### config.mk
export PLATFORM = sky130hd
export DESIGN_NAME = wordcount_beat_unpacker_flat
export DESIGN_NICKNAME = d
export VERILOG_FILES = /design/src/rtl/wordcount_beat_unpacker_if.sv /design/src/rtl/wordcount_beat_unpacker.sv /design/src/flat_wrapper.sv
export SDC_FILE = /design/constraint.sdc
export NUM_CORES = 1
export LEC_CHECK = 0
export CAP_MARGIN = 10
export CORE_AREA = 2 2 279 281
export DETAILED_ROUTE_END_ITERATION = 6
export DIE_AREA = 0 0 281 283
export SLEW_MARGIN = 25
export SYNTH_ARGS = -nofsm -noshare
export SYNTH_HDL_FRONTEND = slang
export SYNTH_SLANG_ARGS = --single-unit
### constraint.sdc
create_clock -name ap_clk -period 2.92 [get_ports ap_clk]
set_input_delay 0.584 -clock ap_clk [delete_from_list [all_inputs] [get_ports ap_clk]]
set_output_delay 0.584 -clock ap_clk [all_outputs]
set_load 0.01 [all_outputs]
### src/rtl/wordcount_beat_unpacker_if.sv
// Control, beat-input and word-output signals of the wordcount beat unpacker.
// The slave modport is the unpacker's view and the master modport is its driver's view.
interface wordcount_beat_unpacker_if #(
  parameter int C_DATA_WIDTH  = 512,
  parameter int C_WORD_WIDTH  = 128,
  parameter int C_COUNT_WIDTH = 32
);
  logic                     start;
  logic [C_COUNT_WIDTH-1:0] num_of_words;
  logic                     busy;
  logic                     done;
  logic                     short_err;

  logic                     s_axis_tvalid;
  logic                     s_axis_tready;
  logic [C_DATA_WIDTH-1:0]  s_axis_tdata;
  logic                     s_axis_tlast;

  logic                     m_word_valid;
  logic                     m_word_ready;
  logic [C_WORD_WIDTH-1:0]  m_word_data;
  logic                     m_word_last;
  logic [C_COUNT_WIDTH-1:0] m_word_index;

  modport slave (
    input  start, num_of_words, s_axis_tvalid, s_axis_tdata, s_axis_tlast, m_word_ready,
    output busy, done, short_err, s_axis_tready, m_word_valid, m_word_data, m_word_last,
           m_word_index
  );

  modport master (
    output start, num_of_words, s_axis_tvalid, s_axis_tdata, s_axis_tlast, m_word_ready,
    input  busy, done, short_err, s_axis_tready, m_word_valid, m_word_data, m_word_last,
           m_word_index
  );
endinterface

### src/rtl/wordcount_beat_unpacker.sv
// Splits wide read-master beats into fixed-width words, enforcing the host word count:
// padding in the final beat is trimmed, surplus beats are drained to tlast, and short transfers are flagged.
module wordcount_beat_unpacker #(
  parameter int C_DATA_WIDTH  = 512,
  parameter int C_WORD_WIDTH  = 128,
  parameter int C_COUNT_WIDTH = 32
) (
  input logic                      ap_clk,
  input logic                      areset,
  wordcount_beat_unpacker_if.slave bus
);
  localparam int RATIO  = C_DATA_WIDTH / C_WORD_WIDTH;
  localparam int LANE_W = (RATIO > 1) ? $clog2(RATIO) : 1;
  localparam logic [LANE_W-1:0] LAST_LANE = LANE_W'(RATIO - 1);

  localparam logic [1:0] S_IDLE  = 2'd0;
  localparam logic [1:0] S_RUN   = 2'd1;
  localparam logic [1:0] S_DRAIN = 2'd2;
  localparam logic [1:0] S_DONE  = 2'd3;

  logic [1:0]               state;
  logic [C_DATA_WIDTH-1:0]  hold_data;
  logic                     hold_valid;
  logic                     hold_last;
  logic [LANE_W-1:0]        lane;
  logic [C_COUNT_WIDTH-1:0] remaining;
  logic [C_COUNT_WIDTH-1:0] index;
  logic                     short_err;

  logic [C_WORD_WIDTH-1:0]  word_sel;
  logic                     word_valid;
  logic                     word_last;
  logic                     word_fire;
  logic                     at_last_lane;
  logic                     last_rem;
  logic                     retire;
  logic                     job_end;
  logic                     beat_ready;
  logic                     beat_fire;

  assign word_valid   = (state == S_RUN) && hold_valid;
  assign at_last_lane = (lane == LAST_LANE);
  assign last_rem     = (remaining == C_COUNT_WIDTH'(1));
  assign word_last    = word_valid && (last_rem || (hold_last && at_last_lane));
  assign word_fire    = word_valid && bus.m_word_ready;
  assign retire       = word_fire && (at_last_lane || last_rem);
  assign job_end      = word_fire && word_last;

  // A new beat may land in the same cycle the current one retires, except on the job's final word.
  always_comb begin
    beat_ready = 1'b0;
    case (state)
      S_RUN:   beat_ready = !job_end && (!hold_valid || retire);
      S_DRAIN: beat_ready = 1'b1;
      default: beat_ready = 1'b0;
    endcase
  end

  assign beat_fire = bus.s_axis_tvalid && beat_ready;

  always_comb begin
    word_sel = '0;
    for (int i = 0; i < RATIO; i++) begin
      if (lane == LANE_W'(i)) word_sel = hold_data[i*C_WORD_WIDTH +: C_WORD_WIDTH];
    end
  end

  always_ff @(posedge ap_clk) begin
    if (areset) begin
      state      <= S_IDLE;
      hold_data  <= '0;
      hold_valid <= 1'b0;
      hold_last  <= 1'b0;
      lane       <= '0;
      remaining  <= '0;
      index      <= '0;
      short_err  <= 1'b0;
    end else begin
      case (state)
        S_IDLE: begin
          if (bus.start) begin
            remaining  <= bus.num_of_words;
            index      <= '0;
            lane       <= '0;
            short_err  <= 1'b0;
            hold_valid <= 1'b0;
            hold_last  <= 1'b0;
            state      <= (bus.num_of_words == '0) ? S_DONE : S_RUN;
          end
        end
        S_RUN: begin
          if (word_fire) begin
            index     <= index + C_COUNT_WIDTH'(1);
            remaining <= (remaining != '0) ? remaining - C_COUNT_WIDTH'(1) : remaining;
            lane      <= retire ? '0 : lane + LANE_W'(1);
          end
          if (beat_fire) begin
            hold_data  <= bus.s_axis_tdata;
            hold_valid <= 1'b1;
            hold_last  <= bus.s_axis_tlast;
          end else if (retire) begin
            hold_valid <= 1'b0;
          end
          // Ending on a tlast lane with words still owed means the host over-asked.
          if (job_end) begin
            state <= hold_last ? S_DONE : S_DRAIN;
            if (hold_last && at_last_lane && !last_rem) short_err <= 1'b1;
          end
        end
        S_DRAIN: begin
          if (bus.s_axis_tvalid && bus.s_axis_tlast) state <= S_DONE;
        end
        S_DONE: state <= S_IDLE;
        default: state <= S_IDLE;
      endcase
    end
  end

  assign bus.busy          = (state == S_RUN) || (state == S_DRAIN);
  assign bus.done          = (state == S_DONE);
  assign bus.short_err     = short_err;
  assign bus.s_axis_tready = beat_ready;
  assign bus.m_word_valid  = word_valid;
  assign bus.m_word_data   = word_sel;
  assign bus.m_word_last   = word_last;
  assign bus.m_word_index  = index;
endmodule

### src/flat_wrapper.sv
// flat-port wrapper written by rule: the top's interface ports become plain ports
module wordcount_beat_unpacker_flat 
#(
  parameter int C_DATA_WIDTH  = 512,
  parameter int C_WORD_WIDTH  = 128,
  parameter int C_COUNT_WIDTH = 32
)
  (ap_clk, areset, bus_start, bus_num_of_words, bus_s_axis_tvalid, bus_s_axis_tdata, bus_s_axis_tlast, bus_m_word_ready, bus_busy, bus_done, bus_short_err, bus_s_axis_tready, bus_m_word_valid, bus_m_word_data, bus_m_word_last, bus_m_word_index);
  wordcount_beat_unpacker_if #(.C_DATA_WIDTH(C_DATA_WIDTH), .C_WORD_WIDTH(C_WORD_WIDTH), .C_COUNT_WIDTH(C_COUNT_WIDTH)) bus_i ();
  input logic ap_clk;
  input logic areset;
  input wire logic [$bits(bus_i.start)-1:0] bus_start;
  input wire logic [$bits(bus_i.num_of_words)-1:0] bus_num_of_words;
  input wire logic [$bits(bus_i.s_axis_tvalid)-1:0] bus_s_axis_tvalid;
  input wire logic [$bits(bus_i.s_axis_tdata)-1:0] bus_s_axis_tdata;
  input wire logic [$bits(bus_i.s_axis_tlast)-1:0] bus_s_axis_tlast;
  input wire logic [$bits(bus_i.m_word_ready)-1:0] bus_m_word_ready;
  output wire logic [$bits(bus_i.busy)-1:0] bus_busy;
  output wire logic [$bits(bus_i.done)-1:0] bus_done;
  output wire logic [$bits(bus_i.short_err)-1:0] bus_short_err;
  output wire logic [$bits(bus_i.s_axis_tready)-1:0] bus_s_axis_tready;
  output wire logic [$bits(bus_i.m_word_valid)-1:0] bus_m_word_valid;
  output wire logic [$bits(bus_i.m_word_data)-1:0] bus_m_word_data;
  output wire logic [$bits(bus_i.m_word_last)-1:0] bus_m_word_last;
  output wire logic [$bits(bus_i.m_word_index)-1:0] bus_m_word_index;
  assign bus_i.start = bus_start;
  assign bus_i.num_of_words = bus_num_of_words;
  assign bus_i.s_axis_tvalid = bus_s_axis_tvalid;
  assign bus_i.s_axis_tdata = bus_s_axis_tdata;
  assign bus_i.s_axis_tlast = bus_s_axis_tlast;
  assign bus_i.m_word_ready = bus_m_word_ready;
  assign bus_busy = bus_i.busy;
  assign bus_done = bus_i.done;
  assign bus_short_err = bus_i.short_err;
  assign bus_s_axis_tready = bus_i.s_axis_tready;
  assign bus_m_word_valid = bus_i.m_word_valid;
  assign bus_m_word_data = bus_i.m_word_data;
  assign bus_m_word_last = bus_i.m_word_last;
  assign bus_m_word_index = bus_i.m_word_index;
  wordcount_beat_unpacker #(.C_DATA_WIDTH(C_DATA_WIDTH), .C_WORD_WIDTH(C_WORD_WIDTH), .C_COUNT_WIDTH(C_COUNT_WIDTH)) u_core (.ap_clk(ap_clk), .areset(areset), .bus(bus_i));
endmodule
**Word-level counts from Yosys, hierarchy flattened**

Index checks and enable logic that the tools add are counted.

- Register bits: 583
- Output and inout bits: 166
- Logic and storage cells: 86

- Add/sub/neg operators: 3
- Equality and inequality tests: 15
- Muxes and demuxes: 31
- Reduce and logical (&&, ||, !) cells: 29

Operators by type and width:

| kind | number |
|---|---|
| $mux 128 | 4 |
| $mux 32 | 5 |
| $pmux 32 s2 | 2 |
| $add 32x1->32 const B | 1 |
| $eq 32x1->1 const B | 1 |
| $logic_not 32->1 | 1 |
| $reduce_bool 32->1 | 1 |
| $sub 32x1->32 const B | 1 |
| $mux 2 | 7 |
| $reduce_and 3->1 | 4 |
| $logic_and 1x1->1 | 10 |
| $eq 2x2->1 const B | 4 |
| $ne 2x1->1 const B | 4 |
| $pmux 1 s2 | 4 |
| $pmux 2 s4 | 1 |
| $reduce_and 4->1 | 2 |
| $mux 1 | 7 |
| $ne 2x2->1 const B | 3 |
| $eq 2x1->1 const B | 2 |
| $logic_not 2->1 | 2 |
| $logic_or 1x1->1 | 4 |
| $pmux 2 s2 | 1 |
| $logic_not 1->1 | 3 |
| $ne 3x1->1 const B | 1 |
| other kinds (3) | 3 |

**Logic depth before layout (Yosys ltp)**

Gate-level depths: netlist of the first run.

- Depth after elaboration: 11
- Depth in mapped cells: 10
- Depth with buffers taken out: 7

**Worst setup path after synthesis of the first run**

Ideal clock, no wire load.

- Kind: register to output
- Start: register u_core.remaining[20]
- End: output bus_m_word_last
- Arrival: 1.786 ns
- Data required time: 2.336 ns
- Setup slack: 0.550 ns
- Cell stages (with the launch flop): 7
- Buffers on the path: 2
- Cell sequence: dfxtp_1 -> or4_1 -> buf_2 -> nor3_2 -> buf_4 -> nand4_1 -> a21boi_0

- Longest elaborated chain between the ends: 3

RTL lines:

| item | RTL line | text |
|---|---|---|
| start, declared | wordcount_beat_unpacker.sv:26 | `logic [C_COUNT_WIDTH-1:0] remaining;` |
| start signal, assigned | wordcount_beat_unpacker.sv:82 | `remaining <= bus.num_of_words;` |
| start signal, assigned | wordcount_beat_unpacker.sv:94 | `remaining <= (remaining != '0) ? remaining - C_COUNT_WIDTH'(1) : remaining;` |
| $eq 32x1->1 | wordcount_beat_unpacker.sv:43 | `assign last_rem = (remaining == C_COUNT_WIDTH'(1));` |
| $logic_or 1x1->1 | wordcount_beat_unpacker.sv:44 | `assign word_last = word_valid && (last_rem \|\| (hold_last && at_last_lane));` |
| $logic_and 1x1->1 | wordcount_beat_unpacker.sv:44 |  |
| end, declared | flat_wrapper.sv:24 | `output wire logic [$bits(bus_i.m_word_last)-1:0] bus_m_word_last;` |

No other way between the ends.

**Worst setup path in the final report of the first run**

- Start: register u_core.lane[1]
- End: output bus_m_word_data[7]

- Longest elaborated chain between the ends: 5
- Elaborated cells on any way between the ends: 8
- Those cells by class: eq/ne: 3; mux: 4; reduce/logical: 1

RTL lines:

| item | RTL line | text |
|---|---|---|
| start, declared | wordcount_beat_unpacker.sv:25 | `logic [LANE_W-1:0] lane;` |
| start signal, assigned | wordcount_beat_unpacker.sv:95 | `lane <= retire ? '0 : lane + LANE_W'(1);` |
| $logic_not 2->1 | wordcount_beat_unpacker.sv:64 | `if (lane == LANE_W'(i)) word_sel = hold_data[i*C_WORD_WIDTH +: C_WORD_WIDTH];` |
| $mux 128 (3 in a row) | wordcount_beat_unpacker.sv:64 |  |
| $mux 128 (*) | wordcount_beat_unpacker.sv:64 |  |
| end, declared | flat_wrapper.sv:23 | `output wire logic [$bits(bus_i.m_word_data)-1:0] bus_m_word_data;` |

Mark *: on every way between the ends. The rest lies on a longest branch, timed or not.

==> flow_metrics.py, run 1 <==
metrics = {
    "clock_tree": {
        "clk_pin_slew_ns": 0.06,
        "clockBufferDepth": 3,
        "cts_hold_buf": 0,
        "insertion_delay_ns": 0.62,
        "cts_root_buf": "clkbuf_16",
        "htreeDepth": 3,
        "cts_buffers": 68,
        "cts_sinks": 583,
        "cts_tree": "yes",
    },
    "routing": {
        "detail_route.wirelength_um": 111000,
        "routedWlPerCell_um": 20.2,
        "first_pass_iters": 6,
        "via_count": 28200,
        "ant_nets": 0,
        "drc": 0,
        "drt-initial-drc-count": 2428,
        "via_per_inst": 5.13,
    },
    "critical_path": {
        "crit_type": "flop to output port",
        "critPathTopFamily": "buffers and inverters",
        "path_cells": "inv_2 > buf_6 > ha_4 > buf_12 > buf_12 > buf_8 > buf_6 > buf_6 > nand3b_1 > a21oi_2 > a21oi_2 > o21ai_1 > buf_2",
        "regToRegSetupSlack_ns": 0.07,
        "cp_num_buf_inv": 8,
        "critPathMaxStageDelay_ns": 0.33,
        "path_common_cell": "buf_6",
        "slowest_stage": "dfxtp_2",
        "required_ns": 2.34,
        "path_max_fanout": 4,
        "end_kind": "output port",
        "cp-start-kind": "flop",
        "worstPathArrival_ns": 2.49,
    },
    "synthesis": {
        "ys_ff_latch": 583,
        "synthCells": 3659,
        "ys_seq_area_share_pct": 44.6,
        "synth_edf_count": 0,
        "ys_warn_count": 0,
        "synthTopCellsByArea": "dfxtp_1 45%, nand2_1 19%, a21oi_1 15%, nand3b_1 3.7%, o21ai_0 2.8%",
        "synth_top_area_share_pct": 44.6,
        "yosys.area.top_type": "dfxtp_1",
        "syn-num-nets": 4221,
        "ys.flop_type": "dfxtp_1",
        "async_flop_share_pct": 0,
        "ys_types": 67,
        "netlist_area_mm2": 0.0261,
        "synth.avg_cell_area_um2": 7.15,
    },
    "grt": {
        "grt_max_degree": 145,
        "overflow": 0,
        "grt_pass1_vias": 26500,
        "track_usage_pct": 26.4,
        "antenna_found_initial": 37,
        "grt_pass1_wl_um": 162000,
    },
    "sta": {
        "fin_skew_ns": 0.0304,
        "setup_slack_ns": -0.159,
        "fmax_mhz": 325,
        "tightest_slew_ns": 0.818,
        "rsz0062_at_grt": "true",
        "tns_ns": -3.76,
        "layout_min_cycle_time_ns": 3.08,
        "hold_viol": 0,
        "whs_ns": 0.407,
        "maxSlewViolCount": 0,
        "period_share_pct": 105,
        "relSlewSlack_pct": 45.5,
        "setup_violations": 59,
    },
    "pwr": {
        "finalPower_w": 0.0251,
        "internal_power_w": 0.0172,
        "max-vdd-ir-drop_uv": 433,
        "cellPowerDensity_mw_per_mm2": 645,
        "switching_share_pct": 31.3,
        "p_seq_share_pct": 35.2,
        "pwr-share-comb_pct": 29.1,
        "p_clk_share_pct": 35.7,
        "p_leak_nw": 13.2,
        "power_switching_w": 0.00787,
    },
    "placed_design": {
        "io_buffers": 715,
        "post-place-cells": 5273,
        "dpl.hpwl_um": 76100,
        "place_ws_ns": -0.00725,
        "place.gp.congestion": 0.919,
    },
    "cells_and_area": {
        "final_common_cell": "nand2_1",
        "layout-drive-gt1-share_pct": 15.4,
        "nNetsFinal": 4942,
        "final_cells": 5500,
        "syn_to_final_growth_pct": 48.9,
        "final_cell_mix": "1,319 x nand2_1, 643 x a21oi_1, 584 x clkdlybuf4s50_1",
    },
    "die": {
        "coreArea_mm2": 0.0767,
        "die_h_um": 283,
        "die-area_mm2": 0.0795,
        "initial_core_util_pct": 34.1,
        "die_x_um": 281,
        "rows": 102,
        "io_pins": 716,
    },
    "outcome": {
        "outcome": "finished with violations",
        "violations": "negative setup slack",
    },
    "run": {
        "maxCapViolCount": 0,
    },
    "min_path": {
        "hold_path_class": "input port to flop",
    },
}
## cell usage after synthesis, drive strengths merged (7+ instances only)
library cell  instances
nand3b              130
nand2              1328
dfxtp               583
nand4                19
o21ai               147
nor3                 20
a21oi               790
o31ai                 8
or3                  11
ha                   12
nand3                20
nor2                 63
nor4                 33
inv                  21
xnor2                23
and4                 10
or4                  18
a31oi                15
clkbuf              177
nor2b                 8
buf                 134
and2                  7
## cell type report
class	instances	area (um2)
Inverter	21	78.8
Sequential cell	583	11700
Fill cell	7589	37800
Multi-Input combinational cell	2744	13800
Clock buffer	99	1950
Timing Repair Buffer	962	9690
Tap cell	1040	1300
Clock inverter	26	379
Antenna cell	25	62.6
## worst paths after layout
path | to | start | cells after the start
worst min register to register | u_core.hold_data[60]$_SDFFE_PP0P_ | u_core.hold_data[60]$_SDFFE_PP0P_ | 2
worst max-delay path | bus_m_word_data[7] | u_core.lane[1]$_SDFFE_PP0P_ | 13
worst min-delay path | u_core.hold_data[264]$_SDFFE_PP0P_ | areset | 2
worst max register to register | u_core.state[0]$_SDFFE_PP0P_ | u_core.remaining[20]$_SDFFE_PP0P_ | 14
## power groups by stage
stage / Sequential (W) / Combinational, W / Clock [W]
3_3_place_gp: 0.00894 / 0.00582 / 0
6_report: 0.00883 / 0.00732 / 0.00896
3_5_place_dp: 0.00895 / 0.00582 / 0
5_1_grt: 0.00888 / 0.00780 / 0.00942
2_1_floorplan: 0.00885 / 0.00314 / 0
4_1_cts: 0.00881 / 0.00689 / 0.00913
## worst reg2reg max path: stages (launching register included)
cell,delay [ns]
dfxtp_2,0.32
or4_4,0.56
nor3_4,0.21
nand4_1,0.21
buf_4,0.19
buf_4,0.12
buf_4,0.12
buf_4,0.12
buf_4,0.12
buf_4,0.12
buf_4,0.12
buf_6,0.10
buf_6,0.10
buf_6,0.10
o221a_2,0.21
## state kept, by name (all words and copies together) (netlist names)
register and flops:
u_core.remaining 32, u_core.bus.m_word_index 32, u_core.hold_data 512, u_core.state 2
u_core.hold_valid 1, u_core.hold_last 1, u_core.bus.short_err 1, u_core.lane 2
## per-layer routing
layer | vias to the layer above | global-route usage [%] | part of all wire (%)
met4 | 18 | 9.65 | 3.3
li1 | 13800 | - | -
met5 | - | 0 | 0.11
met2 | 1009 | 42.6 | 47
met1 | 13200 | 34.8 | 42
met3 | 205 | 5.42 | 7.4
## stage by stage
step | util [%] | instance area, um2
2_1_floorplan | - | 26100
3_3_place_gp | 45.8 | 35100
3_5_place_dp | 45.8 | 35100
4_1_cts | 49.7 | 38200
5_1_grt | 50.8 | 38900
6_report | 50.8 | 38900
## cell families after synthesis
logic type,after synthesis,share of synthesized area (%)
mux,4,0.163
fa+ha+maj,12,0.574
xor+xnor,26,0.871
buf+inv,332,5.58
compound gates,1010,20.2
simple gates,1692,28.0
flops,583,44.6
## timing repair
item                       in CTS  in global routing
gates resized for setup       732                247
setup buffers                  47                 30
setup endpoints to repair     130                131
cloned                         11                 10
pin swaps                      55                125
No activity file was read; power rests on OpenSTA's default activity.
==> inputs of run 2 (changes only) <==
- PLACE_DENSITY: unset -> 0.71
==> run 2 against run 1 <==
The run still ends with negative setup slack left. Sequential share of layout area up 0.28 points. Design area down 0.94%. Cell count down 0.80%. First-iteration DRC count up 5.7%. Clock power down 1%. Combinational power down 2%. Fmax up 0.47%. Clock-buffer cell count unchanged. Critical path type unchanged. Highest routed layer unchanged.
==> flow_metrics.py, run 2 (synthesized netlist as in run 1, its figures left out) <==
metrics = {
    "grt": {
        "grt_max_degree": 166,
        "antenna_found_initial": 36,
        "overflow": 0,
        "grt_pass1_wl_um": 157000,
        "grt_pass1_vias": 26600,
        "track_usage_pct": 25.3,
    },
    "critical_path": {
        "cp_num_buf_inv": 7,
        "cp-start-kind": "flop",
        "path_cells": "inv_2 > buf_6 > ha_4 > buf_12 > buf_12 > buf_16 > buf_6 > nand3b_1 > a21oi_2 > a21oi_2 > o21ai_1 > buf_2",
        "worstPathArrival_ns": 2.48,
        "path_max_fanout": 5,
        "critPathTopFamily": "buffers and inverters",
        "crit_type": "flop to output port",
        "required_ns": 2.34,
        "critPathMaxStageDelay_ns": 0.33,
        "end_kind": "output port",
        "slowest_stage": "dfxtp_2",
    },
    "die": {
        "die_h_um": 283,
        "die-area_mm2": 0.0795,
        "initial_core_util_pct": 34.1,
        "die_x_um": 281,
        "coreArea_mm2": 0.0767,
        "rows": 102,
        "io_pins": 716,
    },
    "routing": {
        "detail_route.wirelength_um": 107000,
        "via_count": 28500,
        "routedWlPerCell_um": 19.6,
        "drt-initial-drc-count": 2566,
        "ant_nets": 0,
        "first_pass_iters": 6,
        "via_per_inst": 5.22,
        "drc": 0,
    },
    "clock_tree": {
        "cts_root_buf": "clkbuf_16",
        "clk_pin_slew_ns": 0.06,
        "cts_buffers": 69,
        "htreeDepth": 3,
        "clockBufferDepth": 3,
        "insertion_delay_ns": 0.63,
        "cts_tree": "yes",
        "cts_sinks": 583,
        "cts_hold_buf": 0,
    },
    "cells_and_area": {
        "final_cell_mix": "1,328 x nand2_1, 645 x a21oi_1, 584 x clkdlybuf4s50_1",
        "regMostFlops": "u_core.hold_data",
        "n_fill_cell": 7410,
        "layout-drive-gt1-share_pct": 14.4,
        "syn_to_final_growth_pct": 47.5,
        "final_common_cell": "nand2_1",
        "nNetsFinal": 4903,
        "largest_reg_flops": 512,
    },
    "sta": {
        "relSlewSlack_pct": 41.2,
        "maxSlewViolCount": 0,
        "setup_violations": 35,
        "fmax_mhz": 326,
        "period_share_pct": 105,
        "hold_viol": 0,
        "layout_min_cycle_time_ns": 3.06,
        "whs_ns": 0.372,
        "tightest_slew_ns": 0.882,
        "rsz0062_at_grt": "true",
        "fin_skew_ns": 0.0306,
        "setup_slack_ns": -0.144,
    },
    "placed_design": {
        "io_buffers": 715,
        "place.gp.congestion": 0.943,
        "place_ws_ns": -0.0363,
        "dpl.hpwl_um": 72500,
    },
    "min_path": {
        "hold_path_class": "input port to flop",
    },
    "run": {
        "maxCapViolCount": 0,
    },
    "pwr": {
        "max-vdd-ir-drop_uv": 351,
        "cellPowerDensity_mw_per_mm2": 643,
        "p_leak_nw": 13.0,
    },
    "outcome": {
        "violations": "negative setup slack",
        "outcome": "finished with violations",
    },
}
[run 2: cell types whose count changed in the layout (fill, tap and decap cells not counted), moves of 4 or more]
cell / delta
a21oi_4: -4
buf_12: +9
buf_16: +4
buf_4: -22
buf_6: -20
buf_8: -9
bufinv_16: -4
clkbuf_1: -6
clkbuf_8: +5
nand2_1: +9
nand2_2: -6
o21ai_1: -4
o21ai_2: +4
[run 2: path summary, 6_finish.rpt]
kind                                     start                                  to  slack [ns]  cells past startpoint
max                u_core.lane[1]$_SDFFE_PP0P_                 bus_m_word_data[44]       -0.14                     12
min                                     areset   u_core.remaining[18]$_SDFFE_PP0P_        0.37                      2
max reg2reg        u_core.lane[0]$_SDFFE_PP0P_  u_core.hold_data[151]$_SDFFE_PP0P_        0.23                     11
min reg2reg  u_core.hold_data[52]$_SDFFE_PP0P_   u_core.hold_data[52]$_SDFFE_PP0P_        0.45                      2
[run 2: per-stage QoR]
| step | TNS (ns) | power [W] | std cells | util (%) | cell area, um2 |
|---|---|---|---|---|---|
| after floorplan | 0 | 0.0120 | 3659 | - | 26100 |
| after global placement | 0 | 0.0147 | 5263 | 45.8 | 35100 |
| after detailed placement | -0.0542 | 0.0147 | 5263 | 45.8 | 35100 |
| after CTS | -5.88 | 0.0245 | 5414 | 49.3 | 37800 |
| after global routing | -10.00 | 0.0258 | 5454 | 50.3 | 38600 |
| final | -1.44 | 0.0248 | 5456 | 50.3 | 38600 |
[run 2: layer usage]
metal	GRT usage [%]	share of wire, %	vias up	wire length (um)
li1	-	-	13700	-
met1	32.9	42	13300	45100
met2	40.2	46	1188	49600
met3	5.34	7.8	231	8330
met4	11.3	3.8	20	4030
met5	0	0.12	-	130
[run 2: area by class of cell]
| type | count | area [um2] | area share (%) |
|---|---|---|---|
| Clock inverter | 22 | 315 | 0.817 |
| Timing Repair Buffer | 922 | 9410 | 24.4 |
| Antenna cell | 25 | 62.6 | 0.162 |
| Multi-Input combinational cell | 2744 | 13700 | 35.5 |
| Clock buffer | 99 | 2020 | 5.24 |
| Tap cell | 1040 | 1300 | 3.37 |
| Sequential cell | 583 | 11700 | 30.3 |
| Inverter | 21 | 78.8 | 0.204 |
[run 2: power breakdown]
part	internal [W]	leakage, nW	switching [W]
combinational	0.00341	7.14	0.00373
clock	0.00515	1.15	0.00369
sequential	0.00842	4.70	0.000404
[run 2: what timing repair did]
item / CTS / global route
resized for setup: 795 / 144
setup buffers: 23 / 15
pin swaps: 96 / 121
cloned: 10 / 8
setup endpoints to repair: 130 / 130
[run 2: worst reg2reg max path, cell delays in order, from the launching register on]
cell,delay (ns)
dfxtp_2,0.37
buf_4,0.14
ha_4,0.18
buf_12,0.19
and4b_1,0.26
o31ai_1,0.08
buf_4,0.16
a41oi_4,0.26
buf_12,0.20
buf_12,0.34
nand2_1,0.24
a21oi_1,0.20
